[src/rtl/mvau_wmem_pkg.sv]
// Shared types and helpers for the MVAU weight-stream memory.
package mvau_wmem_pkg;

    // Sequencer states: idle, issuing reads, waiting for the buffer to empty.
    typedef enum logic [1:0] {
        IDLE  = 2'd0,
        RUN   = 2'd1,
        DRAIN = 2'd2
    } state_t;

    // Default lane geometry; the top-level parameters normally override these.
    localparam int DEF_SIMD = 2;
    localparam int DEF_TW   = 4;
    localparam int WORD_W   = DEF_SIMD * DEF_TW;

    // Bit offset of lane p inside the packed PE-wide output word.
    function automatic int lane_slice(input int p, input int lane_w);
        return p * lane_w;
    endfunction

endpackage

[src/rtl/mvau_wmem_bank.sv]
// One weight bank: simple dual-port RAM, one write port and one registered read port.
module mvau_wmem_bank #(
    parameter int WORD_W  = 8,
    parameter int DEPTH   = 4,
    parameter int ADDR_BW = 2
) (
    input  logic               clk,
    input  logic               wr_en_i,
    input  logic [ADDR_BW-1:0] wr_addr_i,
    input  logic [WORD_W-1:0]  wr_data_i,
    input  logic               rd_en_i,
    input  logic [ADDR_BW-1:0] rd_addr_i,
    output logic [WORD_W-1:0]  rd_data_o
);

    // Contents survive reset; they are reloaded through the write port between layers.
    (* ram_style = "auto" *) logic [WORD_W-1:0] mem_q [DEPTH];

    // Write on the edge; read data is registered and held while no read is issued.
    always_ff @(posedge clk) begin
        if (wr_en_i) begin
            mem_q[wr_addr_i] <= wr_data_i;
        end
        if (rd_en_i) begin
            rd_data_o <= mem_q[rd_addr_i];
        end
    end

endmodule

[src/rtl/mvau_weight_stream.sv]
// Multi-PE weight memory with address sequencer, streaming PE-wide words over AXI-Stream.
module mvau_weight_stream
    import mvau_wmem_pkg::*;
#(
    parameter int PE           = 2,
    parameter int SIMD         = DEF_SIMD,
    parameter int TW           = DEF_TW,
    parameter int WMEM_DEPTH   = 4,
    parameter int WMEM_ADDR_BW = $clog2(WMEM_DEPTH),
    parameter int NUM_REPS     = 2,
    parameter int REP_BW       = $clog2(NUM_REPS + 1),
    localparam int PE_BW       = (PE > 1) ? $clog2(PE) : 1,
    localparam int LANE_W      = SIMD * TW,
    localparam int OUT_W       = PE * LANE_W
) (
    input  logic                    aclk,
    input  logic                    areset,
    input  logic                    start,
    input  logic                    wr_en,
    input  logic [PE_BW-1:0]        wr_pe,
    input  logic [WMEM_ADDR_BW-1:0] wr_addr,
    input  logic [LANE_W-1:0]       wr_data,
    output logic                    wr_err,
    output logic                    busy,
    output logic                    done,
    output logic [OUT_W-1:0]        m_axis_tdata,
    output logic                    m_axis_tvalid,
    input  logic                    m_axis_tready,
    output logic                    m_axis_tlast
);

    state_t                  state_q;
    logic [WMEM_ADDR_BW-1:0] addr_q;
    logic [REP_BW-1:0]       rep_q;
    logic                    in_flight_q;
    logic                    in_flight_last_q;
    logic                    wr_err_q;

    // Two-entry output buffer; entry 0 is the head driving the stream.
    logic [1:0]              occ_q;
    logic [OUT_W-1:0]        buf_data_q [2];
    logic                    buf_last_q [2];

    logic [OUT_W-1:0]        rd_word;
    logic [2:0]              credit;
    logic                    pop;
    logic                    issue;
    logic                    addr_last;
    logic                    rep_last;
    logic                    wr_pe_ok;
    logic                    wr_accept;
    logic                    last_pop;

    // Credit check counts buffered beats plus the read still in the bank register,
    // so the buffer can never be asked to hold more than two entries.
    always_comb begin
        pop       = (occ_q != 2'd0) && m_axis_tready;
        credit    = {1'b0, occ_q} + {2'b00, in_flight_q};
        issue     = (state_q == RUN) &&
                    ((credit < 3'd2) || ((credit == 3'd2) && pop));
        addr_last = (addr_q == WMEM_ADDR_BW'(WMEM_DEPTH - 1));
        rep_last  = (rep_q == REP_BW'(NUM_REPS - 1));
        wr_pe_ok  = (32'(wr_pe) < 32'(PE));
        wr_accept = wr_en && (state_q == IDLE) && wr_pe_ok;
        last_pop  = (state_q == DRAIN) && pop && (occ_q == 2'd1) && !in_flight_q;
    end

    // One bank per PE; each bank fills its own lane of the read word.
    generate
        for (genvar gi = 0; gi < PE; gi++) begin : g_bank
            localparam int LO = lane_slice(gi, LANE_W);
            mvau_wmem_bank #(
                .WORD_W (LANE_W),
                .DEPTH  (WMEM_DEPTH),
                .ADDR_BW(WMEM_ADDR_BW)
            ) u_bank (
                .clk      (aclk),
                .wr_en_i  (wr_accept && (wr_pe == PE_BW'(gi))),
                .wr_addr_i(wr_addr),
                .wr_data_i(wr_data),
                .rd_en_i  (issue),
                .rd_addr_i(addr_q),
                .rd_data_o(rd_word[LO +: LANE_W])
            );
        end
    endgenerate

    // Sequencer FSM: address/repetition counters, in-flight tracking and write error flag.
    always_ff @(posedge aclk) begin
        if (areset) begin
            state_q          <= IDLE;
            addr_q           <= '0;
            rep_q            <= '0;
            in_flight_q      <= 1'b0;
            in_flight_last_q <= 1'b0;
            wr_err_q         <= 1'b0;
        end else begin
            wr_err_q         <= wr_en && !((state_q == IDLE) && wr_pe_ok);
            in_flight_q      <= issue;
            in_flight_last_q <= addr_last;
            case (state_q)
                IDLE: begin
                    if (start) begin
                        state_q <= RUN;
                        addr_q  <= '0;
                        rep_q   <= '0;
                    end
                end
                RUN: begin
                    if (issue) begin
                        if (addr_last) begin
                            addr_q <= '0;
                            if (rep_last) begin
                                rep_q   <= '0;
                                state_q <= DRAIN;
                            end else begin
                                rep_q <= rep_q + 1'b1;
                            end
                        end else begin
                            addr_q <= addr_q + 1'b1;
                        end
                    end
                end
                DRAIN: begin
                    if (last_pop) begin
                        state_q <= IDLE;
                    end
                end
                default: state_q <= IDLE;
            endcase
        end
    end

    // Output buffer: push the bank word one cycle after its read, pop on handshake.
    always_ff @(posedge aclk) begin
        if (areset) begin
            occ_q         <= 2'd0;
            buf_data_q[0] <= '0;
            buf_data_q[1] <= '0;
            buf_last_q[0] <= 1'b0;
            buf_last_q[1] <= 1'b0;
        end else begin
            case ({in_flight_q, pop})
                2'b11: begin
                    if (occ_q == 2'd1) begin
                        buf_data_q[0] <= rd_word;
                        buf_last_q[0] <= in_flight_last_q;
                    end else begin
                        buf_data_q[0] <= buf_data_q[1];
                        buf_last_q[0] <= buf_last_q[1];
                        buf_data_q[1] <= rd_word;
                        buf_last_q[1] <= in_flight_last_q;
                    end
                end
                2'b01: begin
                    buf_data_q[0] <= buf_data_q[1];
                    buf_last_q[0] <= buf_last_q[1];
                    occ_q         <= occ_q - 2'd1;
                end
                2'b10: begin
                    buf_data_q[occ_q[0]] <= rd_word;
                    buf_last_q[occ_q[0]] <= in_flight_last_q;
                    occ_q                <= occ_q + 2'd1;
                end
                default: ;
            endcase
        end
    end

    assign m_axis_tvalid = (occ_q != 2'd0);
    assign m_axis_tdata  = buf_data_q[0];
    assign m_axis_tlast  = buf_last_q[0];
    assign busy          = (state_q != IDLE);
    assign done          = last_pop;
    assign wr_err        = wr_err_q;

endmodule
[config.mk]
export PLATFORM = sky130hd
export DESIGN_NAME = mvau_weight_stream
export DESIGN_NICKNAME = d
export VERILOG_FILES = /design/src/rtl/mvau_wmem_pkg.sv /design/src/rtl/mvau_wmem_bank.sv /design/src/rtl/mvau_weight_stream.sv
export SDC_FILE = /design/constraint.sdc
export NUM_CORES = 1
export LEC_CHECK = 0
export CAP_MARGIN = 20
export CORE_UTILIZATION = 58
export CTS_CLUSTER_SIZE = 12
export DETAILED_ROUTE_END_ITERATION = 10
export PLACE_DENSITY = 0.87
export SYNTH_ARGS = -nofsm -noshare
export SYNTH_HDL_FRONTEND = slang
export SYNTH_SLANG_ARGS = --single-unit
export TNS_END_PERCENT = 20
[constraint.sdc]
create_clock -name aclk -period 2.8 [get_ports aclk]
set_clock_uncertainty 0.15 [all_clocks]
set_input_delay 0.28 -clock aclk [delete_from_list [all_inputs] [get_ports aclk]]
set_output_delay 0.28 -clock aclk [all_outputs]
set_load 0.01 [all_outputs]
## After elaboration in Yosys (flattened, before gate mapping)

Memories as Yosys holds them, arrays and structs flattened. A register that Yosys moved wholly into a read port is not among the register bits.
Cells that the tools add are included.

- Register bits after elaboration: 11
- Bits in writable memories: 98
- Input port bits: 16
- Output and inout port bits: 21
- Memories kept: 4

Memory list:

| name | words | width | read ports | clocked after Yosys merged registers in | wr ports | RTL line | source |
|---|---|---|---|---|---|---|---|
| buf_data_q | 2 | 16 | 2 | 0 | 2 | mvau_weight_stream.sv:41 | `logic [OUT_W-1:0] buf_data_q [2];` |
| g_bank[0].u_bank.mem_q | 4 | 8 | 1 | 1 | 1 | mvau_wmem_bank.sv:17 | `(* ram_style = "auto" *) logic [WORD_W-1:0] mem_q [DEPTH];` |
| g_bank[1].u_bank.mem_q | 4 | 8 | 1 | 1 | 1 | mvau_wmem_bank.sv:17 |  |
| buf_last_q | 2 | 1 | 2 | 0 | 2 | mvau_weight_stream.sv:42 | `logic buf_last_q [2];` |

- Add/subtract/negate cells: 5
- $lt $le $gt $ge: 1
- Eq/ne operators: 14
- Mux-type cells: 49
- Bitwise operators: 9
- Reductions and logical operators: 23

Operator list:

| kind | count |
|---|---|
| 2-to-1 mux 16 bit | 5 |
| 2-to-1 mux 1 bit | 29 |
| 2-to-1 mux 2 bit | 11 |
| OR reduction 16 bit | 1 |
| case mux 2 bit (2 select lines) | 3 |
| logical AND 1 bit | 10 |
| equality test 2 x 1 -> 1 bit, second input constant | 4 |
| equality test 2 bit, second input constant | 4 |
| != test 2 bit, second input constant | 4 |
| OR 1 bit | 8 |
| nonzero test 2 bit | 4 |
| adder 2 x 1 -> 2 bit, second input constant | 3 |
| case mux 2 bit (3 select lines) | 1 |
| AND reduction 5 bit | 1 |
| AND reduction 4 bit | 1 |
| adder 2 x 1 -> 3 bit | 1 |
| equality test 3 x 2 -> 1 bit, second input constant | 1 |
| less-than comparator 3 x 2 -> 1 bit, second input constant | 1 |
| AND reduction 3 bit | 1 |
| logical NOT 1 bit | 2 |
| logical NOT 2 bit | 1 |
| != test 2 x 1 -> 1 bit, second input constant | 1 |
| subtractor 2 x 1 -> 2 bit, second input constant | 1 |
| logical OR 1 bit | 1 |
| other kinds (2) | 2 |

## Depth between registers and ports, before layout

- Word-level depth: 10
- Depth in mapped cells: 12
- Depth with buffers taken out: 9

## Modules after synthesis

From an unflattened synthesis, not the netlist that was laid out.

- Cells, all modules: 265
- Area total of the unflattened synthesis: 4,892.2 um^2

Modules (own cells, without submodules):

| module | times used | cells each | area an instance (um^2) | sequential area each (um^2) |
|---|---|---|---|---|
| mvau_wmem_bank | 2 | 54 | 1,428.9 | 1,201.2 |
| mvau_weight_stream | 1 | 157 | 2,034.5 | 1,241.2 |

## Least setup slack after synthesis

Ideal clock, no wire load.

- Path type: flip-flop to flip-flop
- Start point: register occ_q[0]
- End point: memory buf_data_q[0][0] (netlist bit), enable pin
- Setup time: 0.307 ns
- Arrival: 1.968 ns
- Data required time: 2.343 ns
- Setup slack: 0.375 ns
- Cell stages (with the launch flop): 11
- Path buffers: 2
- Path through: dfxtp_1 -> buf_4 -> inv_1 -> ha_1 -> nor2b_1 -> buf_2 -> inv_1 -> ha_1 -> nor2_1 -> a21oi_1 -> or3_2

RTL lines:

| item | RTL line | source |
|---|---|---|
| start: declaration | mvau_weight_stream.sv:40 | `logic [1:0] occ_q;` |
| start signal: assignment | mvau_weight_stream.sv:158 | `occ_q <= occ_q - 2'd1;` |
| start signal: assignment | mvau_weight_stream.sv:163 | `occ_q <= occ_q + 2'd1;` |
| end: declaration | mvau_weight_stream.sv:41 |  |

## Final worst setup path

- Start point: register occ_q[1]
- End point: output port done

- Longest elaborated chain between the ends: 5
- Elaborated cells on any way between the ends: 6

RTL lines:

| item | RTL line | source |
|---|---|---|
| nonzero test 2 bit | mvau_weight_stream.sv:57 | `pop = (occ_q != 2'd0) && m_axis_tready;` |
| logical AND 1 bit | mvau_weight_stream.sv:57 |  |
| logical AND 1 bit | mvau_weight_stream.sv:65 | `last_pop = (state_q == DRAIN) && pop && (occ_q == 2'd1) && !in_flight_q;` |
| logical AND 1 bit (*) (2 in series) | mvau_weight_stream.sv:65 |  |
| end: declaration | mvau_weight_stream.sv:25 | `output logic done,` |

Every way passes the cells marked *; elsewhere a longest branch is shown, timed or not.

==> metrics.md <==
| Metric | Value |
|---|---|
| Status | complete, no violations |
| Largest net degree at the start of global routing | 19 |
| Die area | 0.00889 mm2 |
| Ys Warns | 0 |
| Final wirelength | between 8000 and 9000 um |
| Top FF cell, synth | edfxtp_1 |
| First-pass GRT wire length | 13200 um |
| IO buf count | 36 |
| Num ports | 37 |
| Most frequent cell after synthesis | edfxtp_1 |
| Starting density of the core | 60.1% |
| Worst vdd ir | 0.587 mV |
| Die height | 94.3 um |
| Non-filler cells, final | 447 |
| Synth top cells by count | edfxtp_1 (114), and2_1 (17), mux4_2 (16) |
| Post-route ant nets | 0 |
| Initial antenna violation count | 0 |
| FILL cells | 486 |
| Overall Global Routing Usage | a little over a fifth |
| Setup TNS | 0 ns |
| Post-CTS Hold Buffers | 0 |
| Clock tree buffer depth | 2 |
| Dpl cells | around 420 |
| Nets | 354 |
| WL per Instance | between 15 and 20 um |
| Unique cell type count in the Yosys netlist | 47 |
| DR pass1 iterations | 4 |
| CP endpoint kind | output port |
| WS Path Type | flip-flop to output port |
| TritonCTS clock tree | done |
| Initial DRC Count | 183 |
| # rows | 33 |
| Share of layout cells above drive strength 1 | between 20% and 30% |
| Largest area contributor in the netlist | edfxtp_1 |
| CTS Sinks | 125 |
| Slew headroom | 59.7% |
| Worst setup margin | 0.312 ns |
| Remaining DRCs | 0 |
| Worst setup SP type | flip-flop |
| Number of global-route vias before repair | between 2000 and 3000 |
| Max-slew violation count | 0 |
| PwrDens | 857 mW/mm2 |
| # Max-Cap Violations | 0 |
| Seq/Total Area, Yosys | 73.8% |
| Syn Nets | 296 |
| Vias per cell | 5.66 |
| Period utilization | 88.9% |
| Pre-CTS WS | 0.156 ns |
| RSZ-0062 raised after global routing | no |
| Total CTS buffers | 17 |
| Syn Inst Count | 271 |
| Pleak | 2.10 nW |
| Min-delay worst type | input pin to flip-flop |
| Register bit count reported by yosys | 125 |
| CP required | about 2.4 ns |
| Root Buffer | clkbuf_8 |
| CTS H-tree depth | 4 |
| WP data arrival | 2.06 ns |
| Die W | about 94 um |
| Peak Freq | 402 MHz |
| Async set-or-reset flop fraction in the synthesized netlist | 0% |
| Diode count | 0 |
| Tightest Pin Transition | 0.603 ns |
| Synthesized area per cell | between 15 and 20 um2 |
| Post-synth EDFFs | 114 |
| Syn-to-layout area delta | 21.7% |
| Global placer's final weighted congestion | about 0.8 |
| Tmin final | 2.49 ns |
| Later-pin clock latency in the skew report | 0.50 ns |
| CP Max Fanout | 4 |
| Synth area leaders | edfxtp_1 (69%), mux4_2 (7.3%), dfxtp_1 (4.5%), ha_1 (2.3%), and2_1 (2.2%) |
| GRT overflow | 0 |
| Synth top area share | 69.3% |
| Mapped Area | around 0.005 mm2 |
| Clk slew on worst S/H paths | 0.06 ns |
| Final Hold Violating Endpoints | 0 |
| Core area | 0.00822 mm2 |
| Via Count | 2532 |
| Setup-failing EPs final | 0 |
| Placed wire-length estimate | around 5200 um |
what timing repair did:
| action | in CTS | in global routing |
|---|---|---|
| hold endpoints to repair | 0 | 0 |
| setup buffers | 0 | 0 |
| setup endpoints to repair | 1 | 0 |
| resized for setup | 2 | 0 |
final timing paths:
| path | start | endpoint | slack (ns) | depth (start not counted) |
|---|---|---|---|---|
| setup / recovery | occ_q[1] | done | 0.31 | 6 |
| hold reg to reg | rep_q[1] | rep_q[1] | 0.34 | 1 |
| hold / removal | start | state_q[0] | 0.27 | 3 |
| setup reg to reg | occ_q[1] | buf_data_q[0][2] | 0.33 | 8 |
area by class of cell:
type                            count  area, um2  share of cell area, %
Sequential cell                   125       3640                   60.6
Multi-Input combinational cell    125       1170                   19.5
Timing Repair Buffer               50        464                   7.72
Clock buffer                       20        425                   7.08
Clock inverter                     12        139                   2.31
Tap cell                          105        131                   2.19
Inverter                           10       37.5                  0.624
cells in the final DEF, fill, tap and decap left out, types with 2 or more instances in the layout:
cell	instances
clkbuf_1	3
nand3_1	2
a21oi_1	5
dfxtp_1	11
xor2_1	2
nand2_1	5
clkinv_4	2
inv_6	3
ha_1	9
a22o_1	10
nand3b_1	2
clkinvlp_4	4
clkbuf_16	16
inv_1	10
buf_4	14
clkdlybuf4s50_1	35
a22o_2	7
edfxtp_1	114
bufinv_16	2
and2_1	17
nor3_1	3
nor2_1	15
mux4_2	16
a32o_1	2
nand2b_1	4
registers in the layout, indices dropped and copies added, names as in the netlist:
| name | count |
|---|---|
| g_bank.u_bank.mem_q | 64 |
| buf_data_q | 32 |
| g_bank.u_bank.rd_data_o | 16 |
| addr_q | 2 |
| buf_last_q | 2 |
| occ_q | 2 |
| rep_q | 2 |
| state_q | 2 |
| in_flight_last_q | 1 |
| in_flight_q | 1 |
| wr_err | 1 |
per-layer routing:
metal  part of all wire [%]  vias up  global-route usage, %
li1                       -     1186                      -
met4                    2.8        0                   12.2
met1                     43     1229                   26.2
met3                    4.5       21                   7.12
met5                      0        -                      0
met2                     50       96                   34.1
per-stage QoR:
step                utilization [%]  area, um2  total power [mW]  hold WS [ns]
finish                         73.2       6010              5.15         0.272
detailed placement             66.3       5450              3.13         0.331
global placement               66.3       5450              3.10         0.320
global route                   73.2       6010              5.34         0.269
CTS                            73.2       6010              5.19         0.244
floorplan                         -       4940              2.84         0.229
logic make-up (layout without fill, tap and decap cells):
family | count (synthesis) | after routing | synth area share, %
mux | 17 | 17 | 7.50
xor+xnor | 2 | 2 | 0.355
buf+inv | 21 | 92 | 2.56
fa+ha+maj | 9 | 9 | 2.28
simple gates | 60 | 60 | 6.97
flops | 125 | 125 | 73.8
compound gates | 37 | 37 | 6.56
where the power goes:
part / leakage (nW) / switching, mW / internal [mW]
sequential: 1.18 / 0.0651 / 2.26
combinational: 0.659 / 0.402 / 0.380
clock: 0.262 / 0.773 / 1.27
total: 2.10 / 1.24 / 3.91
critical path, cell delays in order, from the launching register on:
cell and delay, ns:
dfxtp_1 0.36, inv_1 0.10, ha_1 0.21, nor2b_2 0.20, inv_1 0.08, nor4b_1 0.30
dlygate4sd2_1 0.31
(Power assumes the default switching activity.)
